File: src/rtl/stall_sequencer.sv
// stall_sequencer: turns decode-stage hazards into fixed-length PC hold / IF/ID flush / ID/EX bubble sequences.
// Optional macro STALL_STATS_EN builds a 32-bit stall_cycles counter; otherwise stall_cycles is tied to zero.
module stall_sequencer #(
   parameter int LOADUSE_PENALTY = 1,
   parameter int BRANCH_PENALTY  = 2,
   parameter int JUMP_PENALTY    = 1,
   parameter int CNT_W           = 3
) (
   input  logic        clk,
   input  logic        reset,
   input  logic        branch,
   input  logic        jal,
   input  logic        jalr,
   input  logic        exMem_mem_reg,
   input  logic [4:0]  exMem_write_reg,
   input  logic [4:0]  ifEx_read_reg1,
   input  logic [4:0]  ifEx_read_reg2,
   output logic        pc_write,
   output logic        ifid_write,
   output logic        ifid_flush,
   output logic        idex_bubble,
   output logic        busy,
   output logic [31:0] stall_cycles
);
   localparam logic [1:0] IDLE       = 2'd0;
   localparam logic [1:0] LU_STALL   = 2'd1;
   localparam logic [1:0] CTRL_STALL = 2'd2;
   localparam int PMAX = (1 << CNT_W) - 1;

   if (LOADUSE_PENALTY > PMAX || BRANCH_PENALTY > PMAX || JUMP_PENALTY > PMAX) begin : g_bad_penalty
      $error("stall_sequencer: penalty exceeds 2**CNT_W-1");
   end

   logic [1:0]       state;
   logic [CNT_W-1:0] cnt, p;
   logic             idle, ctrl_hz, lu_hz, det_ctrl, det_lu, lu_on, ctrl_on;

   assign idle     = state == IDLE;
   assign ctrl_hz  = idle && !reset && (branch || jal || jalr);
   assign lu_hz    = idle && !reset && exMem_mem_reg && exMem_write_reg != 5'd0 &&
                     (exMem_write_reg == ifEx_read_reg1 || exMem_write_reg == ifEx_read_reg2);
   // a control transfer squashes any load-use hazard seen in the same cycle
   assign p        = ctrl_hz ? (branch ? CNT_W'(BRANCH_PENALTY) : CNT_W'(JUMP_PENALTY)) :
                     lu_hz   ? CNT_W'(LOADUSE_PENALTY) : '0;
   assign det_ctrl = ctrl_hz && p != '0;
   assign det_lu   = !ctrl_hz && lu_hz && p != '0;
   assign lu_on    = !reset && (det_lu || state == LU_STALL);
   assign ctrl_on  = !reset && (det_ctrl || state == CTRL_STALL);

   assign pc_write    = !(lu_on || ctrl_on);
   assign ifid_write  = !lu_on;
   assign ifid_flush  = ctrl_on;
   assign idex_bubble = lu_on || ctrl_on;
   assign busy        = !idle;

   // the detection cycle is stall cycle 1, so cnt counts the remaining P-1 cycles down to zero
   always_ff @(posedge clk) begin
      if (reset) begin
         state <= IDLE;
         cnt   <= '0;
      end else if (idle) begin
         if (p > CNT_W'(1)) begin
            state <= det_ctrl ? CTRL_STALL : LU_STALL;
            cnt   <= p - CNT_W'(2);
         end
      end else if (cnt == '0) begin
         state <= IDLE;
      end else begin
         cnt <= cnt - CNT_W'(1);
      end
   end

`ifdef STALL_STATS_EN
   always_ff @(posedge clk) begin
      if (reset) stall_cycles <= 32'd0;
      else if (!pc_write) stall_cycles <= stall_cycles + 32'd1;
   end
`else
   assign stall_cycles = 32'd0;
`endif
endmodule

File: config.mk
export PLATFORM = sky130hd
export DESIGN_NAME = stall_sequencer
export DESIGN_NICKNAME = d
export VERILOG_FILES = /design/src/rtl/stall_sequencer.sv
export SDC_FILE = /design/constraint.sdc
export NUM_CORES = 1
export LEC_CHECK = 0
export CAP_MARGIN = 10
export CELL_PAD_IN_SITES_DETAIL_PLACEMENT = 1
export CELL_PAD_IN_SITES_GLOBAL_PLACEMENT = 1
export CORE_MARGIN = 1
export CORE_UTILIZATION = 20
export CTS_CLUSTER_DIAMETER = 200
export DETAILED_ROUTE_END_ITERATION = 8
export PLACE_DENSITY_LB_ADDON = 0.1
export RECOVER_POWER = 25
export SKIP_CTS_REPAIR_TIMING = 1
export SYNTH_ARGS = -nofsm -noshare
export SYNTH_HDL_FRONTEND = slang
export SYNTH_SLANG_ARGS = --single-unit
File: constraint.sdc
create_clock -name clk -period 1.6 [get_ports clk]
set_clock_uncertainty 0.2 [all_clocks]
set_input_delay 0.32 -clock clk [delete_from_list [all_inputs] [get_ports clk]]
set_output_delay 0.32 -clock clk [all_outputs]
set_load 0.005 [all_outputs]
* Word level (Yosys, flattened, before mapping) *
Cells that the tools add are included.
W data, S select, Z words.

word-level totals
  register bits after elaboration = 5
  bits of input ports = 21
  output and inout bits = 37
  logic and storage cells = 49

operators by class
  $add $sub $neg = 2
  order comparisons = 1
  equality and inequality tests = 6
  muxes and demuxes = 10
  reduce and logical (&&, ||, !) cells = 28

operator list
  operator               number
  $mux W2                6
  $eq A5 B5 Y1           2
  $logic_and A1 B1 Y1    10
  $mux W3                3
  $logic_or A1 B1 Y1     6
  $logic_not A1 Y1       5
  $reduce_bool A5 Y1     1
  $reduce_and A2 Y1      2
  $logic_not A3 Y1       1
  $reduce_bool A3 Y1     1
  $sub A2 B2 Y3 const B  1
  $sub A3 B1 Y3 const B  1
  $eq A2 B1 Y1 const B   1
  $eq A2 B2 Y1 const B   1
  $gt A2 B1 Y1 const B   1
  $logic_not A2 Y1       1
  $ne A2 B1 Y1 const B   1
  $ne A2 B2 Y1 const B   1
  $reduce_bool A2 Y1     1
  $mux W1                1

* Depth between registers and ports, before layout *
Gate-level depths: netlist (run 1).

  depth in word-level cells = 13
  mapped depth = 6
  mapped depth without buffers = 6

* Worst setup path after synthesis (run 1) *
OpenSTA, ideal clock, no wires.

  path type = register -> output
  from = reg state[1]
  to = out idex_bubble
  arrival = 953 ps
  required time = 1080 ps
  slack = 127 ps
  cell stages (with the launch flop) = 4
  path buffers = 0
  cell sequence = dfxtp_1 > nor4_1 > nor3_1 > a211o_1

between the ends
  longest elaborated chain between the ends = 12
  elaborated cells between the ends (all ways) = 20
  those cells by class = eq/ne (2); mux (2); reduce/logical (16)

RTL lines
  element                           RTL line  source
  start: declaration                34        logic [1:0] state;
  start signal: assignment          63        state <= det_ctrl ? CTRL_STALL : LU_STALL;
  $logic_not A2 Y1                  38        assign idle = state == IDLE;
  $logic_and A1 B1 Y1               39, 40
  $logic_and A1 B1 Y1 (3 in a row)  40        assign lu_hz = idle && !reset && exMem_mem_reg && exMem_write_reg != 5'd0 &&
  $mux W1                           44        lu_hz ? CNT_W'(LOADUSE_PENALTY) : '0;
  $mux W2                           43        assign p = ctrl_hz ? (branch ? CNT_W'(BRANCH_PENALTY) : CNT_W'(JUMP_PENALTY)) :
  $reduce_bool A3 Y1                45        assign det_ctrl = ctrl_hz && p != '0;
  $logic_and A1 B1 Y1               45
  $logic_or A1 B1 Y1 (*)            48        assign ctrl_on = !reset && (det_ctrl || state == CTRL_STALL);
  $logic_and A1 B1 Y1 (*)           48
  named net ifid_flush              20        output logic ifid_flush,
  $logic_or A1 B1 Y1 (*)            53        assign idex_bubble = lu_on || ctrl_on;
  end: declaration                  21        output logic idex_bubble,

Mark *: on every way through the listed nets, which the timed path passes. The rest lies on a longest branch.

* Worst setup path after layout (run 1) *
  from = reg state[1]
  to = out idex_bubble

between the ends
  longest elaborated chain between the ends = 12
  elaborated cells between the ends (all ways) = 20
  those cells by class = eq/ne (2); mux (2); reduce/logical (16)

RTL lines
  element                                 RTL line
  $logic_not A2 Y1                        38
  $logic_and A1 B1 Y1                     39, 40
  $logic_and A1 B1 Y1 (3 in a row)        40
  $mux W1                                 44
  $mux W2                                 43
  $reduce_bool A3 Y1                      45, 46
  $logic_and A1 B1 Y1 (on tied branches)  46, 45
  $logic_or A1 B1 Y1 (on tied branches)   47, 48
  $logic_and A1 B1 Y1 (on tied branches)  47, 48
  $logic_or A1 B1 Y1 (*)                  53

Every way passes the cells marked *; elsewhere a longest branch is shown, timed or not.

==> results of run 1 <==
area by class of cell:
class	count	area (µm²)
Multi-Input combinational cell	79	508
Clock buffer	4	26.3
Sequential cell	5	103
Fill cell	389	2120
Inverter	3	11.3
Timing Repair Buffer	32	308
Tap cell	44	55.1
layer usage:
layer	up-vias	GRT usage [%]
met4	0	4.98
met5	-	0
met2	35	16.0
met3	5	3.46
met1	253	8.72
li1	298	-
where the power goes:
group	switching (µW)	internal, µW	total [µW]
combinational	75.1	88.1	163
sequential	2.77	127	129
clock	58.7	94.7	153
worst max-delay path, stage by stage (launching register included):
cell      delay, ns
dfxtp_2        0.35
nor4_4         0.28
nor3_2         0.08
buf_4          0.14
a211o_1        0.23
clkbuf_2       0.11
per-stage QoR:
stage / total power, µW / worst slack [ns] / hold WS [ns]
2_1_floorplan: 254 / 0.127 / 0.192
3_3_place_gp: 286 / -0.982 / 0.278
3_5_place_dp: 286 / -0.971 / 0.280
4_1_cts: 446 / -0.981 / 0.290
5_1_grt: 482 / -0.456 / 0.306
6_report: 446 / -0.362 / 0.271
synth_stat cells:
library cell	n	area (µm²)
a211oi_1	1	7.51
nand2_1	2	7.51
nand4b_1	1	8.76
o21ai_2	2	17.5
nor2b_1	1	6.26
o22ai_1	1	6.26
nand2b_1	2	12.5
a21oi_2	1	8.76
conb_1	1	3.75
a22oi_1	2	15.0
inv_1	3	11.3
nand3_1	2	10.0
ha_1	2	25.0
nor2_1	7	26.3
nor2_4	1	11.3
xnor2_1	10	87.6
a21oi_1	3	15.0
nor4_1	1	6.26
a211o_1	1	8.76
nor3_1	6	30.0
buf_4	32	240
dfxtp_1	5	100
or3_4	1	11.3
kinds of logic after synthesis:
logic type	count (synthesis)	share of synthesized area, %
flops	5	14.8
xor+xnor	10	12.9
compound gates	11	11.6
simple gates	24	19.2
buf+inv	35	37.2
other cells	1	0.554
fa+ha+maj	2	3.70
cells in the final DEF (no fill, tap or decap), types with 5 or more instances in the layout:
cell            instances
buf_4                   7
nor2_1                  7
conb_1                 32
xnor2_1                 7
clkbuf_2                5
dlymetal6s2s_1         16
state kept, by name (all words and copies together), names as in the netlist:
signal  count
state       2
cnt         3
how the worst max path moves through the flow:
stage / end / slack [ns] / cells past startpoint
after floorplan: idex_bubble / 0.13 / 3
after global placement: pc_write / -0.98 / 5
after detailed placement: idex_bubble / -0.97 / 6
after CTS: idex_bubble / -0.98 / 6
after global routing: idex_bubble / -0.46 / 5
final: idex_bubble / -0.36 / 5
==> run metrics, run 1 <==
Initial Utilization 21.6%; initial antenna violation count 0; Peak VDD IR 126 µV; post-route DRC violation count 0; fin nets 147; routed vias 591; first-pass GRT wire length 2320 µm; Design Area, Final 0.00101 mm²; grt total ovfl 0; Rows 20; met2 wire len 712 µm; failing checks setup timing; Worst Setup End Kind output port; layout cells sized above 1 27.6%; status finished, violations left; RSZ-0062 raised after global routing yes; reg2reg end cnt[0]$_SDFFE_PP0P_; hold_sp reset; Routed WL 1530 µm; Final GP Congestion 0.631; Vias/cell 3.54; top layer in use met4; Worst-path clk slew 0.05 ns; RR Startpoint cnt[0]$_SDFFE_PP0P_; Worst R2R Setup Slack 0.20 ns; Placement Cell Area 896 µm²; maxcap violations 0; slack of the critical path -0.362 ns; syn_area_per_cell 7.69 µm²; hold path depth 3; port bufs 25; CP Data Arrival Time 1.44 ns; flops & latches, synth 5; clock sink count 5; Setup crit start kind flip-flop; fin cells 167; Final Util 32.3%; kind of critical path reg -> out; Hold WC Path Type in -> reg; pwr dens 441 mW/mm²; setup violators final 5; 1st-iter DRT viols 8; hold endpoint state[1]$_SDFFE_PP0P_; Clock Latency Late Sink 0.25 ns; Setup crit start state[1]$_SDFFE_PP0P_; crit path time final 1.96 ns; register area share after synthesis 14.8%; depth of the most critical reg-to-reg path 6; largest net degree at the start of global routing 8; wire per inst 9.14 µm; antenna viol nets, final 0; GRT Util Overall 8.96%; Leakage 0.000570 µW; Fmax achieved 0.510 GHz; Core Region 0.00313 mm²; WL met3 169 µm; cell count after synthesis 88; Area Growth Syn to Fin 49.4%; Synth Warn # 0; CP max FO 3; Critical Path RT 1.08 ns; Pre-antenna DRT Iters 4; setup TNS -1.53 ns; die height 60.2 µm; CTS tree built; Distinct cells, synth 23; Final period util 123%; Num CTS Buffers 3; number of global-route vias before repair 602; H-tree lvl count 1; Metal-1 WL 614 µm; Max Slew Vio Count 0; Post-DP HPWL 1320 µm; final hold violations 0; Clock Tree Buf Depth 2; # IOs 58; area of the die 0.00362 mm²; dpl cells 161; n_diodes 0; root buf cell clkbuf_4; Mapped Area 677 µm²; Die W 60.2 µm
(Power assumes the default switching activity.)
==> run 2: changes to the inputs <==
- CORE_UTILIZATION: 20 -> 39
- DONT_BUFFER_PORTS: unset -> 1
==> run 2 against run 1 <==
- the flow finishes with violations (DRC, setup timing)
- utilization increased by 11 points
- flip-flop and latch count is the same
- clock-buffer cell count stayed put
- clock power fell by 5%
- total power decreased by 19%
- register-to-register slack about the same
- sequential share of layout area increased by 5.9 points
- non-clock buffer count shrank 27
- largest cell class unchanged
- critical path type unchanged
- hold slack got worse by 0.22 ns
- global-route usage increased by 4.1 points
- sequential power is essentially flat
==> run metrics, run 2 (synthesis gave the netlist of run 1 again) <==
Pint 259 µW; antenna viol nets, final 0; failing checks DRC, setup timing; # IOs 58; n_diodes 0; Worst-path clk slew 0.05 ns; RSZ-0062 raised after global routing yes; crit path time final 1.70 ns; routed vias 498; pwr dens 539 mW/mm²; slack of the critical path -0.0981 ns; die height 43.7 µm; Clock Tree Buf Depth 2; max FFs per register 3; Placement Cell Area 588 µm²; Pre-antenna DRT Iters 5; kind of critical path reg -> out; first-pass GRT wire length 1780 µm; Reg with most FFs cnt; Worst setup endpoint idex_bubble; final hold violations 0; Num CTS Buffers 3; area of the die 0.00191 mm²; depth of the most critical reg-to-reg path 5; post-route DRC violation count 7; initial antenna violation count 0; Leakage 0.000296 µW; grt total ovfl 0; Vias/cell 4.45; Setup crit start kind flip-flop; Critical Path RT 1.08 ns; status finished, violations left; commonest non-fill, non-tap cell in the layout conb_1; CP max FO 4; clock sink count 5; CTS tree built; Max Slew Vio Count 0; Routed WL 1220 µm; Reg power frac 35.1%; GRT Util Overall 13.0%; hold path depth 2; Worst R2R Setup Slack 0.21 ns; Worst Setup End Kind output port; Hold WC Path Type in -> reg; maxcap violations 0; switching power of the nets 102 µW; Top Registers cnt x3, state x2; Core Region 0.00156 mm²; CP Data Arrival Time 1.18 ns; Initial Utilization 43.4%; Clk network pwr share 40.4%; RR Startpoint state[1]$_SDFFE_PP0P_; Final period util 106%; Clock Latency Late Sink 0.24 ns; fin nets 120; Final GP Congestion 0.695; port bufs 0; largest net degree at the start of global routing 8; layout cells sized above 1 17.7%; wire per inst 10.9 µm; Setup crit start state[0]$_SDFFE_PP0P_; setup violators final 4; Die W 43.7 µm; reg2reg end cnt[0]$_SDFFE_PP0P_; root buf cell clkbuf_4; Hold WS 0.0497 ns; pre-CTS setup slack 0.000159 ns; Peak VDD IR 464 µV; most frequent cells in the layout conb_1 (32), xnor2_1 (10), nor2_1 (7), nor3_1 (5), buf_4 (4); Design Area, Final 669 µm²; 1st-iter DRT viols 12; H-tree lvl count 1; Net Sw Frac 28.1%; Post-DP HPWL 1000 µm; Rows 14; Area Growth Syn to Fin -1.11%; number of global-route vias before repair 414; Fmax achieved 0.589 GHz; Gate power share 24.5%; Tot Pwr 361 µW
-- run 2: cell count changes in the layout (fill, tap and decap cells not counted), sizes merged --
cell | previous run | this run
clkdlybuf4s50 | 2 | 0
dlymetal6s2s | 16 | 0
dlygate4sd3 | 0 | 1
buf | 9 | 4
clkbuf | 9 | 4
-- run 2: cell type report --
cell class,instances,area (µm²)
timing repair buffer,5,40.0
fill,214,890
inverter,3,11.3
clock buffer,4,26.3
tap,16,20.0
multi-input combinational,79,464
sequential,5,108
-- run 2: stage by stage --
stage | instances | utilization (%) | setup TNS, ns
CTS | 109 | 39.4 | -0.752
floorplan | 119 | - | 0
global placement | 105 | 37.7 | 0
detailed placement | 105 | 37.7 | 0
finish | 112 | 42.9 | -0.177
global route | 112 | 42.9 | -0.480
-- run 2: critical path, cell delays in order (launching register included) --
cell	delay (ns)
dfxtp_4	0.35
nor2_4	0.10
nand4b_1	0.12
a21oi_2	0.19
a211o_1	0.17
-- run 2: power by group through the flow --
stage                     registers [µW]  logic, µW  clock network, µW
after floorplan                      131        123                  0
after global placement               131       76.7                  0
after detailed placement             131       77.9                  0
after CTS                            129       78.4                153
after global routing                 127        100                165
final                                127       88.3                146
-- run 2: worst min-delay path by stage --
stage	start	endpoint	slack [ns]
global route	branch	state[1]$_SDFFE_PP0P_	0.05
CTS	reset	cnt[2]$_SDFFE_PP0P_	-0.07
detailed placement	reset	cnt[1]$_SDFFE_PP0P_	0.20
floorplan	reset	cnt[0]$_SDFFE_PP0P_	0.19
finish	branch	state[1]$_SDFFE_PP0P_	0.05
global placement	reset	state[1]$_SDFFE_PP0P_	0.19
-- run 2: metal layers --
layer	vias up	routed length (µm)	track usage, %
li1	244	-	-
met1	218	511	15.9
met2	36	582	19.4
met3	0	129	6.25
met4	0	0	5.63
met5	-	0	0
==> run 3: changes to the inputs <==
- CORE_UTILIZATION: 39 -> 35
- clock period: 1.6 -> 1.5 ns (I/O delays scaled with it)
==> run 3 against run 2 <==
- the run ends with setup timing left
- critical path type unchanged
- setup slack got worse by 0.045 ns
- non-clock buffer count fell by 1
- total power is 7.8% higher
- final cell count is 7.1% higher
- clock-buffer cell count did not move
- clock power grew 10%
- flip-flop and latch count stayed put
- largest cell class unchanged
==> run metrics, run 3 (synthesis gave the netlist of run 1 again) <==
status finished, violations left; failing checks setup timing; routed vias 514; Clock Latency Late Sink 0.24 ns; slack of the critical path -0.143 ns; Final period util 110%; Top Registers cnt x3, state x2; Area Growth Syn to Fin -2.96%; commonest non-fill, non-tap cell in the layout conb_1; maxcap violations 0; setup violators final 4; pwr dens 592 mW/mm²; Clock Tree Buf Depth 2; Rows 15; Reg with most FFs cnt; CP max FO 4; root buf cell clkbuf_4; port bufs 0; wire per inst 10.5 µm; Hold WC Path Type in -> reg; CTS tree built; grt total ovfl 0; first-pass GRT wire length 1860 µm; area of the die 0.00211 mm²; Final Util 37.2%; GRT Util Overall 12.8%; crit path time final 1.64 ns; n_diodes 0; kind of critical path reg -> out; Worst-path clk slew 0.05 ns; Num CTS Buffers 3; fin nets 119; Die W 46.0 µm; Leakage 0.000287 µW; H-tree lvl count 1; antenna viol nets, final 0; post-route DRC violation count 0; Post-DP HPWL 1080 µm; RSZ-0062 raised after global routing yes; Critical Path RT 1.00 ns; Pre-antenna DRT Iters 4; Vias/cell 4.28; initial antenna violation count 0; setup TNS -0.444 ns; Max Slew Vio Count 0; CP Data Arrival Time 1.14 ns; Worst Setup End Kind output port; largest net degree at the start of global routing 8; clock sink count 5; Routed WL 1260 µm; Setup crit start kind flip-flop; Fmax achieved 0.609 GHz; Initial Utilization 38.4%; final hold violations 0; max FFs per register 3; Core Region 0.00176 mm²; Final GP Congestion 0.694; most frequent cells in the layout conb_1 (32), xnor2_1 (10), nor2_1 (7), nor3_1 (5); Peak VDD IR 171 µV; 1st-iter DRT viols 3; number of global-route vias before repair 487; # IOs 58; die height 46.0 µm; layout cells sized above 1 15.8%
==> run 3: cell types whose count changed in the layout (fill, tap and decap cells not counted), sizes merged <==
cell  change
buf       -1
==> run 3: layout make-up <==
cell class / count / area (µm²)
repair buffers: 4 / 32.5
inverters: 3 / 11.3
clock buffers: 4 / 26.3
well taps: 25 / 31.3
multi-input cells: 79 / 453
fillers: 256 / 1110
flip-flops and latches: 5 / 103
==> run 3: through the flow <==
step,setup slack [ns],hold slack [ns],total power [µW],cells,cell area [µm²]
global route,-0.231,0.0389,418,120,657
CTS,-0.268,-0.0845,390,119,633
floorplan,0.0473,0.172,270,119,793
detailed placement,-0.000640,0.176,224,115,607
finish,-0.143,0.0419,389,120,657
global placement,-0.0348,0.175,223,115,607
==> run 3: worst paths after layout <==
path	end	slack [ns]	from	cells past startpoint
setup / recovery	idex_bubble	-0.14	state[1]$_SDFFE_PP0P_	4
hold reg to reg	cnt[1]$_SDFFE_PP0P_	0.30	cnt[1]$_SDFFE_PP0P_	2
setup reg to reg	cnt[0]$_SDFFE_PP0P_	0.06	cnt[0]$_SDFFE_PP0P_	6
hold / removal	state[0]$_SDFFE_PP0P_	0.04	reset	2
==> run 3: where the power goes <==
group	switching, µW	leakage [µW]	internal [µW]	total [µW]
combinational	48.7	0.000231	41.9	90.6
clock	60.1	0.0000150	101	161
sequential	2.44	0.0000413	135	138
total	111	0.000287	278	389
==> run 3: critical path, stage by stage (launching register included) <==
cell and delay [ns]:
dfxtp_2 0.34, nor2_4 0.11, nand4b_1 0.11, a21oi_2 0.18, a211o_1 0.17
==> run 3: per-layer routing <==
layer  part of all wire [%]  global-route usage [%]  wire, µm
met5                      0                       0         0
met3                    8.8                    1.98       111
met4                    1.4                    10.6        17
met1                     35                    12.2       442
met2                     55                    23.7       686
